### src/rtl/jkscan_seq_if.sv
// Bus between the scan sequencer and its environment: start/pattern handshake,
// scan pins to the JK bank and the unloaded result word (plus compare signals with JKSCAN_CMP_EN).
`timescale 1ns/1ps
interface jkscan_seq_if #(parameter int N = 8);
    logic         START;
    logic [N-1:0] PAT;
    logic         SO;
    logic         TEST;
    logic         SCANIN;
    logic         BUSY;
    logic         DONE;
    logic [N-1:0] RESULT;
`ifdef JKSCAN_CMP_EN
    logic [N-1:0] EXPECT;
    logic         MISMATCH;

    modport master (output START, PAT, SO, EXPECT,
                    input  TEST, SCANIN, BUSY, DONE, RESULT, MISMATCH);
    modport slave  (input  START, PAT, SO, EXPECT,
                    output TEST, SCANIN, BUSY, DONE, RESULT, MISMATCH);
`else
    modport master (output START, PAT, SO,
                    input  TEST, SCANIN, BUSY, DONE, RESULT);
    modport slave  (input  START, PAT, SO,
                    output TEST, SCANIN, BUSY, DONE, RESULT);
`endif
endinterface

### src/rtl/jkscan_seq.sv
// Scan sequencer for a JK register bank: shift a pattern in, capture, shift out into RESULT.
// Optional result compare (EXPECT/MISMATCH) is built when JKSCAN_CMP_EN is defined.
//
//  state  | meaning
//  IDLE   | waiting for START; pattern latched on acceptance
//  LOAD   | N cycles, TEST=1, SCANIN = pattern MSB first
//  CAPT   | CAP_CYC cycles, TEST=0, bank does functional JK updates
//  UNLOAD | N cycles, TEST=1, SCANIN=0, SO shifted into RESULT
//  FIN    | 1 cycle, DONE pulse, RESULT valid
`timescale 1ns/1ps
module jkscan_seq #(
    parameter int N       = 8,
    parameter int CAP_CYC = 1
) (
    input  logic        CLK,
    input  logic        CLR,
    jkscan_seq_if.slave bus
);
    localparam int              CNTW     = $clog2(N) + 1;
    localparam logic [CNTW-1:0] BIT_LAST = CNTW'(N - 1);
    localparam logic [3:0]      CAP_LAST = 4'(CAP_CYC - 1);

    typedef enum logic [2:0] {
        S_IDLE,
        S_LOAD,
        S_CAPT,
        S_UNLOAD,
        S_FIN
    } state_t;

    state_t          state;
    state_t          state_nxt;
    logic [CNTW-1:0] bit_cnt;
    logic [3:0]      cap_cnt;
    logic [N-2:0]    pat_sh;
    logic            bit_last;
    logic            cap_last;
    logic            test_r,  scanin_r,  busy_r,  done_r;
    logic            test_nxt, scanin_nxt, busy_nxt, done_nxt;
    logic [N-1:0]    result_r;
    logic [N-1:0]    result_nxt;

    assign bit_last   = (bit_cnt == BIT_LAST);
    assign cap_last   = (cap_cnt == CAP_LAST);
    assign result_nxt = {result_r[N-2:0], bus.SO};

    always_ff @(posedge CLK or posedge CLR) begin
        if (CLR) begin
            state <= S_IDLE;
        end else begin
            state <= state_nxt;
        end
    end

    always_comb begin
        state_nxt = state;
        case (state)
            S_IDLE:   if (bus.START) state_nxt = S_LOAD;
            S_LOAD:   if (bit_last)  state_nxt = S_CAPT;
            S_CAPT:   if (cap_last)  state_nxt = S_UNLOAD;
            S_UNLOAD: if (bit_last)  state_nxt = S_FIN;
            S_FIN:                   state_nxt = S_IDLE;
            default:                 state_nxt = S_IDLE;
        endcase
    end

    // Next values of the registered pins; SCANIN leads the bank by one cycle
    always_comb begin
        test_nxt   = (state_nxt == S_LOAD) || (state_nxt == S_UNLOAD);
        busy_nxt   = (state_nxt == S_LOAD) || (state_nxt == S_CAPT) || (state_nxt == S_UNLOAD);
        done_nxt   = (state_nxt == S_FIN);
        scanin_nxt = 1'b0;
        if (state == S_IDLE && bus.START) begin
            scanin_nxt = bus.PAT[N-1];
        end else if (state == S_LOAD && !bit_last) begin
            scanin_nxt = pat_sh[N-2];
        end
    end

    always_ff @(posedge CLK or posedge CLR) begin
        if (CLR) begin
            test_r   <= 1'b0;
            scanin_r <= 1'b0;
            busy_r   <= 1'b0;
            done_r   <= 1'b0;
            result_r <= '0;
            pat_sh   <= '0;
            bit_cnt  <= '0;
            cap_cnt  <= '0;
        end else begin
            test_r   <= test_nxt;
            scanin_r <= scanin_nxt;
            busy_r   <= busy_nxt;
            done_r   <= done_nxt;
            case (state)
                S_IDLE: begin
                    if (bus.START) pat_sh <= bus.PAT[N-2:0];
                end
                S_LOAD: begin
                    pat_sh  <= pat_sh << 1;
                    bit_cnt <= bit_last ? '0 : bit_cnt + 1'b1;
                end
                S_CAPT: begin
                    cap_cnt <= cap_last ? '0 : cap_cnt + 1'b1;
                end
                S_UNLOAD: begin
                    result_r <= result_nxt;
                    bit_cnt  <= bit_last ? '0 : bit_cnt + 1'b1;
                end
                default: ;
            endcase
        end
    end

    assign bus.TEST   = test_r;
    assign bus.SCANIN = scanin_r;
    assign bus.BUSY   = busy_r;
    assign bus.DONE   = done_r;
    assign bus.RESULT = result_r;

`ifdef JKSCAN_CMP_EN
    logic [N-1:0] exp_r;
    logic         mismatch_r;

    // Compare uses the final shifted word so MISMATCH is valid together with DONE
    always_ff @(posedge CLK or posedge CLR) begin
        if (CLR) begin
            exp_r      <= '0;
            mismatch_r <= 1'b0;
        end else begin
            if (state == S_IDLE && bus.START) exp_r <= bus.EXPECT;
            if (state == S_UNLOAD && bit_last) mismatch_r <= (result_nxt != exp_r);
        end
    end

    assign bus.MISMATCH = mismatch_r;
`endif
endmodule
### src/flat_wrapper.sv
// flat-port wrapper written by rule: the top's interface ports become plain ports
module jkscan_seq_flat 
#(
    parameter int N       = 8,
    parameter int CAP_CYC = 1
)
  (CLK, CLR, bus_START, bus_PAT, bus_SO, bus_TEST, bus_SCANIN, bus_BUSY, bus_DONE, bus_RESULT);
  jkscan_seq_if #(.N(N)) bus_i ();
  input  logic CLK;
  input  logic CLR;
  input wire logic [$bits(bus_i.START)-1:0] bus_START;
  input wire logic [$bits(bus_i.PAT)-1:0] bus_PAT;
  input wire logic [$bits(bus_i.SO)-1:0] bus_SO;
  output wire logic [$bits(bus_i.TEST)-1:0] bus_TEST;
  output wire logic [$bits(bus_i.SCANIN)-1:0] bus_SCANIN;
  output wire logic [$bits(bus_i.BUSY)-1:0] bus_BUSY;
  output wire logic [$bits(bus_i.DONE)-1:0] bus_DONE;
  output wire logic [$bits(bus_i.RESULT)-1:0] bus_RESULT;
  assign bus_i.START = bus_START;
  assign bus_i.PAT = bus_PAT;
  assign bus_i.SO = bus_SO;
  assign bus_TEST = bus_i.TEST;
  assign bus_SCANIN = bus_i.SCANIN;
  assign bus_BUSY = bus_i.BUSY;
  assign bus_DONE = bus_i.DONE;
  assign bus_RESULT = bus_i.RESULT;
  jkscan_seq #(.N(N), .CAP_CYC(CAP_CYC)) u_core (.CLK(CLK), .CLR(CLR), .bus(bus_i));
endmodule
### config.mk
export PLATFORM = sky130hd
export DESIGN_NAME = jkscan_seq_flat
export DESIGN_NICKNAME = d
export VERILOG_FILES = /design/src/rtl/jkscan_seq_if.sv /design/src/rtl/jkscan_seq.sv /design/src/flat_wrapper.sv
export SDC_FILE = /design/constraint.sdc
export NUM_CORES = 1
export LEC_CHECK = 0
export CORE_ASPECT_RATIO = 0.9
export CORE_MARGIN = 2
export CORE_UTILIZATION = 50
export DETAILED_ROUTE_END_ITERATION = 10
export PLACE_DENSITY = 0.85
export SYNTH_ARGS = -nofsm -noshare
export SYNTH_HDL_FRONTEND = slang
export SYNTH_SLANG_ARGS = --single-unit
### constraint.sdc
create_clock -name CLK -period 1.8 [get_ports CLK]
set_clock_uncertainty 0.2 [all_clocks]
set_input_delay 0.36 -clock CLK [delete_from_list [all_inputs] [get_ports CLK]]
set_output_delay 0.36 -clock CLK [all_outputs]
set_load 0.01 [all_outputs]
==> results of run 1 <==
==> worst max-delay path by stage <==
| stage | slack, ns | cells after the start | endpoint | start |
|---|---|---|---|---|
| finish | 0.05 | 1 | bus_SCANIN | u_core.bus.SCANIN$_DFF_PP0_ |
| global placement | -0.26 | 4 | u_core.pat_sh[4]$_DFFE_PP0P_ | bus_START |
| floorplan | 0.18 | 4 | u_core.pat_sh[6]$_DFFE_PP0P_ | u_core.state[1]$_DFF_PP0_ |
| CTS | 0.001 | 1 | bus_RESULT[7] | u_core.bus.RESULT[7]$_DFFE_PP0N_ |
| global route | 0.002 | 1 | bus_SCANIN | u_core.bus.SCANIN$_DFF_PP0_ |
| detailed placement | -0.30 | 4 | u_core.pat_sh[1]$_DFFE_PP0P_ | bus_START |
==> metrics by stage <==
stage	cells	util (%)	TNS, ns
detailed placement	164	65.1	-2.55
finish	172	68.0	0
CTS	172	67.4	0
floorplan	107	-	0
global route	172	68.0	0
global placement	164	65.1	-2.22
==> per-layer routing <==
layer	wire length (µm)	vias up	global-route usage, %	part of all wire, %
met4	62	0	11.2	2.5
met5	0	-	0	0
met2	1230	24	31.8	49
met3	124	8	6.97	4.9
met1	1090	441	22.4	44
li1	-	445	-	-
==> power breakdown <==
part / leakage, nW / internal (mW) / switching, mW
Clock: 0.0343 / 0.187 / 0.243
Combinational: 0.404 / 0.603 / 0.533
Sequential: 0.360 / 0.951 / 0.172
Total: 0.798 / 1.74 / 0.948
==> what timing repair did <==
action | CTS | global route
setup endpoints to repair | 7 | 11
cloned | 0 | 0
hold endpoints to repair | 0 | 0
resized for setup | 7 | 5
==> final cells by class <==
| type | instances | area [µm²] | share of cell area (%) |
|---|---|---|---|
| inverters | 5 | 18.8 | 1.13 |
| clock buffers | 6 | 51.3 | 3.08 |
| multi-input cells | 69 | 499 | 30.0 |
| clock inverters | 2 | 12.5 | 0.752 |
| well taps | 28 | 35.0 | 2.11 |
| repair buffers | 32 | 297 | 17.8 |
| flip-flops and latches | 30 | 751 | 45.1 |
==> worst reg2reg max path, cell delays in order (launching register included) <==
cell and delay (ns):
dfrtp_1 0.43, buf_4 0.17, or3b_2 0.58, nor2_1 0.16
a21oi_1 0.07
==> logic make-up (layout without fill, tap and decap cells) <==
logic type	count (synthesis)	after routing	synth area share (%)
flip-flops	30	30	58.8
AND/OR/NAND/NOR	34	34	14.2
AO/OA/AOI/OAI	15	15	7.15
buffers and inverters	8	45	2.84
adder cells (fa/ha/maj)	3	3	2.94
multiplexers	14	14	12.0
XOR/XNOR	3	3	2.06
==> state kept, by name (all words and copies together) (netlist names) <==
name and flops:
u_core.bus.RESULT 8, u_core.pat_sh 7, u_core.bit_cnt 4, u_core.cap_cnt 4
u_core.state 3, u_core.bus.BUSY 1, u_core.bus.DONE 1, u_core.bus.SCANIN 1
u_core.bus.TEST 1
==> Yosys cell counts <==
cell	n
nand4b_1	1
nand3b_1	1
a21oi_1	7
nand2_1	6
buf_4	1
o22ai_1	1
dfrtp_1	30
buf_2	2
xnor2_1	3
o21ai_0	1
inv_1	5
nand4_1	2
mux2_2	11
a22oi_1	6
nor2b_1	1
nor3_1	2
nand2b_1	1
mux2i_1	3
ha_1	3
or3b_2	1
nor2_1	12
nor3b_2	1
nand3_1	2
or4b_1	1
nor3b_1	2
nand2_2	1
==> qor.csv, run 1 <==
stage,metric,value,unit
outcome,status,completed,
critical_path,Crit path max-delay family,buffers and inverters,
critical_path,CP peak stage delay,0.52,ns
cells_and_area,ant diodes,0,
hold_path,Worst Hold Class,primary input to async pin,
cells_and_area,fillers,185,
sta,fin. max-slew vios,0,
cells_and_area,Area Overhead vs Synth,30.3,%
floorplanning,Core Box Area,0.00245,mm²
synth,syn nets,122,
detailed_routing,number of remaining DRC errors,0,
power,Pleak,0.798,nW
sta,RSZ-0062 raised after global routing,false,
floorplanning,IO Pins,24,
sta,measured slew at the worst slew-check pin,0.373,ns
sta,final setup fails,0,
critical_path,Crit Path Max Fanout,1,
detailed_routing,number of vias per cell,5.34,
floorplanning,row cnt,17,
clock_network,clock transition at the registers of the reported paths,0.10,ns
global_route,vias in the first global route,986,
place,placed cell area,0.00159,mm²
sta,Fin Hold WS,0.180,ns
synth,dominant cell type by area after synthesis,dfrtp_1,
critical_path,flop-to-flop setup slack,0.08,ns
cells_and_area,"commonest non-fill, non-tap cell in the layout",dfrtp_1,
critical_path,CP startpoint kind,flop,
synth,post-synth top area share,58.8,%
clock_network,TritonCTS Buffers,5,
global_route,first-pass GRT wire length,4280,µm
detailed_routing,Wirelength per Cell,14.6,µm
sta,Slew headroom,75.2,%
critical_path,Crit path buffers/inverters,1,
clock_network,CTS Sinks,30,
detailed_routing,Detailed Routing Iterations Pass 1,4,
global_route,All-Layer GR Usage,19.6,%
place,DP Worst Slack,-0.304,ns
critical_path,reg-to-reg endpoint,u_core.pat_sh[5]$_DFFE_PP0P_,
critical_path,crit path cell chain,clkdlybuf4s50_1,
critical_path,Crit. End Element,primary output,
place,Port Buffers,23,
clock_network,later-pin clock latency in the skew report,0.34,ns
place,RePlAce Congestion,0.758,
synth,synthesized cell area,0.00128,mm²
floorplanning,Die Wd,57.3,µm
clock_network,postcts setup bufs,0,
cells_and_area,share of cells above drive strength 1,22.9,%
power,Peak VDD IR,0.986,mV
sta,highest clock rate,571,MHz
synth,syn_area_per_cell,11.9,µm²
clock_network,Post-CTS Hold Fix Bufs,0,
floorplanning,chip height,52.0,µm
cells_and_area,post-route cell area,0.00166,mm²
critical_path,worst reg2reg path depth,4,
floorplanning,die area,0.00298,mm²
clock_network,root buffer cell,clkbuf_4,
global_route,largest net degree at the start of global routing,31,
floorplanning,starting density of the core,52.2,%
critical_path,Crit path arrival time,1.19,ns
sta,Final WS setup,0.0497,ns
critical_path,slowest CP cell,clkdlybuf4s50_1,
place,Post-DP HPWL,1740,µm
power,total power,2.69,mW
critical_path,Worst Path Required,1.24,ns
sta,Hold Fails Final Rpt,0,
global_route,Congestion Overflow GR,0,
synth,post-synthesis sequential area ratio,58.8,%
cells_and_area,Layout Nets,158,
detailed_routing,"antenna viol nets, final",0,
sta,minimum clock period,1.75,ns
clock_network,Max Root-Sink Buffers,2,
clock_network,CTS tree,yes,
critical_path,WS Path Type,flop to primary output,
synth,synthesis-stage register bit count,30,
synth,gate count after technology mapping,107,
detailed_routing,Post-Route WL,2510,µm
detailed_routing,vias after detailed routing,918,
critical_path,R2R Path Start,u_core.state[2]$_DFF_PP0_,
synth,Area contributors post-synth,"dfrtp_1 59%, mux2_2 9.7%, a22oi_1 3.5%",
sta,"Period Utilization, post-route",97.2,%
run,max cap viols,0,
power,PD cells,1620,mW/mm²
global_route,antenna violations before repair,0,
detailed_routing,1st-iter DRT viols,37,
synth,Yosys cell types,26,
synth,Synth Warn #,0,
cells_and_area,most frequent cells in the layout,"30 x dfrtp_1, 13 x clkdlybuf4s50_1, 12 x nor2_1, 11 x mux2_2, 9 x buf_4",
clock_network,H-tree depth,2,
Power figures use the tool's default switching activity.
==> run 2: changes to the inputs <==
Settings changed: SLEW_MARGIN set to 20.
==> results of run 2 <==
The final DEF is identical to that of run 1; final timing and power are the same.
==> run 3: changes to the inputs <==
Settings changed: RECOVER_POWER set to 50, SETUP_SLACK_MARGIN set to 0.2.
==> run 3 against run 2 <==
Sequential power about the same; clock power down 6.0%; sequential share of layout area down 1.9 points; critical endpoint is now u_core.pat_sh[3]$_DFFE_PP0P_; critical path depth up 2; non-clock buffer count up 3; cell count up 2.9%; register-to-register slack better by 0.08 ns; largest power group unchanged.
==> qor.csv, run 3 (synthesized netlist as in run 1, its figures left out) <==
stage,metric,value,unit
cells_and_area,max reg flops,8,
detailed_routing,vias after detailed routing,983,
detailed_routing,"antenna viol nets, final",0,
floorplanning,chip height,52.0,µm
clock_network,TritonCTS Buffers,5,
detailed_routing,Post-Route WL,2630,µm
critical_path,R2R Path Start,u_core.state[0]$_DFF_PP0_,
critical_path,WS Path Type,flop to flop,
global_route,largest net degree at the start of global routing,31,
hold_path,hold wc startpoint,bus_START,
sta,final setup fails,0,
critical_path,reg-to-reg endpoint,u_core.pat_sh[3]$_DFFE_PP0P_,
global_route,vias in the first global route,906,
cells_and_area,ant diodes,0,
global_route,Congestion Overflow GR,0,
critical_path,CP startpoint kind,flop,
sta,Final TNS setup,0,ns
floorplanning,Die Wd,57.3,µm
place,RePlAce Congestion,0.780,
sta,"Period Utilization, post-route",90.9,%
clock_network,root buffer cell,clkbuf_4,
detailed_routing,1st-iter DRT viols,22,
critical_path,worst reg2reg path depth,3,
floorplanning,Core Box Area,0.00245,mm²
place,Post-DP HPWL,1510,µm
global_route,All-Layer GR Usage,17.3,%
cells_and_area,Layout Nets,163,
detailed_routing,Detailed Routing Iterations Pass 1,4,
cells_and_area,share of cells above drive strength 1,30.9,%
floorplanning,row cnt,17,
detailed_routing,number of remaining DRC errors,0,
floorplanning,die area,0.00298,mm²
place,Port Buffers,23,
run,max cap viols,0,
floorplanning,starting density of the core,52.2,%
sta,minimum clock period,1.64,ns
critical_path,flop-to-flop setup slack,0.16,ns
outcome,status,completed,
detailed_routing,Wirelength per Cell,14.8,µm
power,PD cells,1630,mW/mm²
power,total power,2.84,mW
floorplanning,IO Pins,24,
global_route,antenna violations before repair,0,
clock_network,CTS tree,yes,
sta,fin. max-slew vios,0,
cells_and_area,most frequent cells in the layout,"29 x dfrtp_1, 12 x nor2_1, 11 x mux2_2, 11 x dlygate4sd2_1, 11 x buf_4",
cells_and_area,Area Overhead vs Synth,36.1,%
hold_path,hold endpoint,u_core.bus.BUSY$_DFF_PP0_,
clock_network,clock transition at the registers of the reported paths,0.09,ns
sta,highest clock rate,611,MHz
critical_path,Crit Path Max Fanout,6,
sta,Hold Fails Final Rpt,0,
detailed_routing,number of vias per cell,5.55,
critical_path,Crit path arrival time,1.65,ns
critical_path,Worst Path Required,1.81,ns
sta,measured slew at the worst slew-check pin,0.725,ns
clock_network,Max Root-Sink Buffers,2,
clock_network,later-pin clock latency in the skew report,0.32,ns
hold_path,hold depth,3,
critical_path,Crit. End Element,flop,
clock_network,H-tree depth,2,
cells_and_area,"commonest non-fill, non-tap cell in the layout",dfrtp_1,
sta,RSZ-0062 raised after global routing,true,
power,Peak VDD IR,1.02,mV
hold_path,Worst Hold Class,primary input to flop,
clock_network,CTS Sinks,30,
power,Pleak,0.801,nW
global_route,first-pass GRT wire length,3790,µm
sta,Slew headroom,51.7,%
## run 3: worst max-delay path by stage
stage / start / to / slack (ns) / depth (start not counted)
floorplan: u_core.state[0]$_DFF_PP0_ / u_core.pat_sh[6]$_DFFE_PP0P_ / 0.19 / 4
global placement: bus_START / u_core.pat_sh[6]$_DFFE_PP0P_ / -0.27 / 4
detailed placement: bus_START / u_core.pat_sh[6]$_DFFE_PP0P_ / -0.31 / 4
CTS: u_core.state[1]$_DFF_PP0_ / u_core.cap_cnt[2]$_DFFE_PP0P_ / 0.20 / 4
global route: u_core.state[0]$_DFF_PP0_ / u_core.bus.RESULT[7]$_DFFE_PP0N_ / 0.11 / 3
finish: u_core.state[0]$_DFF_PP0_ / u_core.pat_sh[3]$_DFFE_PP0P_ / 0.16 / 3
## run 3: critical path, stage by stage (launching register included)
cell and delay (ns):
dfrtp_1 0.47, or4b_4 0.63, a22oi_2 0.15, a21oi_1 0.08
## run 3: final cells by class
cell class	instances	area [µm²]
Clock inverter	1	5.00
Multi-Input combinational cell	71	569
Clock buffer	7	55.1
Inverter	5	18.8
Fill cell	185	707
Sequential cell	30	752
Tap cell	28	35.0
Timing Repair Buffer	35	304
## run 3: through the flow
step / instance area, µm² / utilization, % / std cells / hold WS, ns / worst slack [ns]
after floorplan: 1280 / - / 107 / 0.246 / 0.194
after global placement: 1570 / 64.2 / 161 / 0.264 / -0.269
after detailed placement: 1570 / 64.2 / 161 / 0.271 / -0.308
after CTS: 1640 / 67.2 / 170 / 0.199 / 0.205
after global routing: 1740 / 71.1 / 177 / 0.329 / 0.111
final: 1740 / 71.1 / 177 / 0.316 / 0.165
## run 3: layer usage
| layer | wire [µm] | global-route usage (%) | vias to the layer above |
|---|---|---|---|
| li1 | - | - | 461 |
| met1 | 1090 | 19.1 | 482 |
| met2 | 1360 | 30.8 | 29 |
| met3 | 109 | 5.47 | 11 |
| met4 | 68 | 6.98 | 0 |
| met5 | 0 | 0 | - |
## run 3: power breakdown
group	switching, mW	total (mW)	leakage [nW]	internal (mW)
Combinational	0.592	1.28	0.408	0.690
Sequential	0.200	1.15	0.358	0.952
Clock	0.215	0.404	0.0353	0.189
Total	1.01	2.84	0.801	1.83
## run 3: timing repair
action	CTS	global route
endpoints found under the setup margin	30	22
setup buffers	0	6
resized for setup	19	12
gates cloned	1	1
hold buffers	0	0
hold endpoints to repair	0	0
pin swaps	1	4
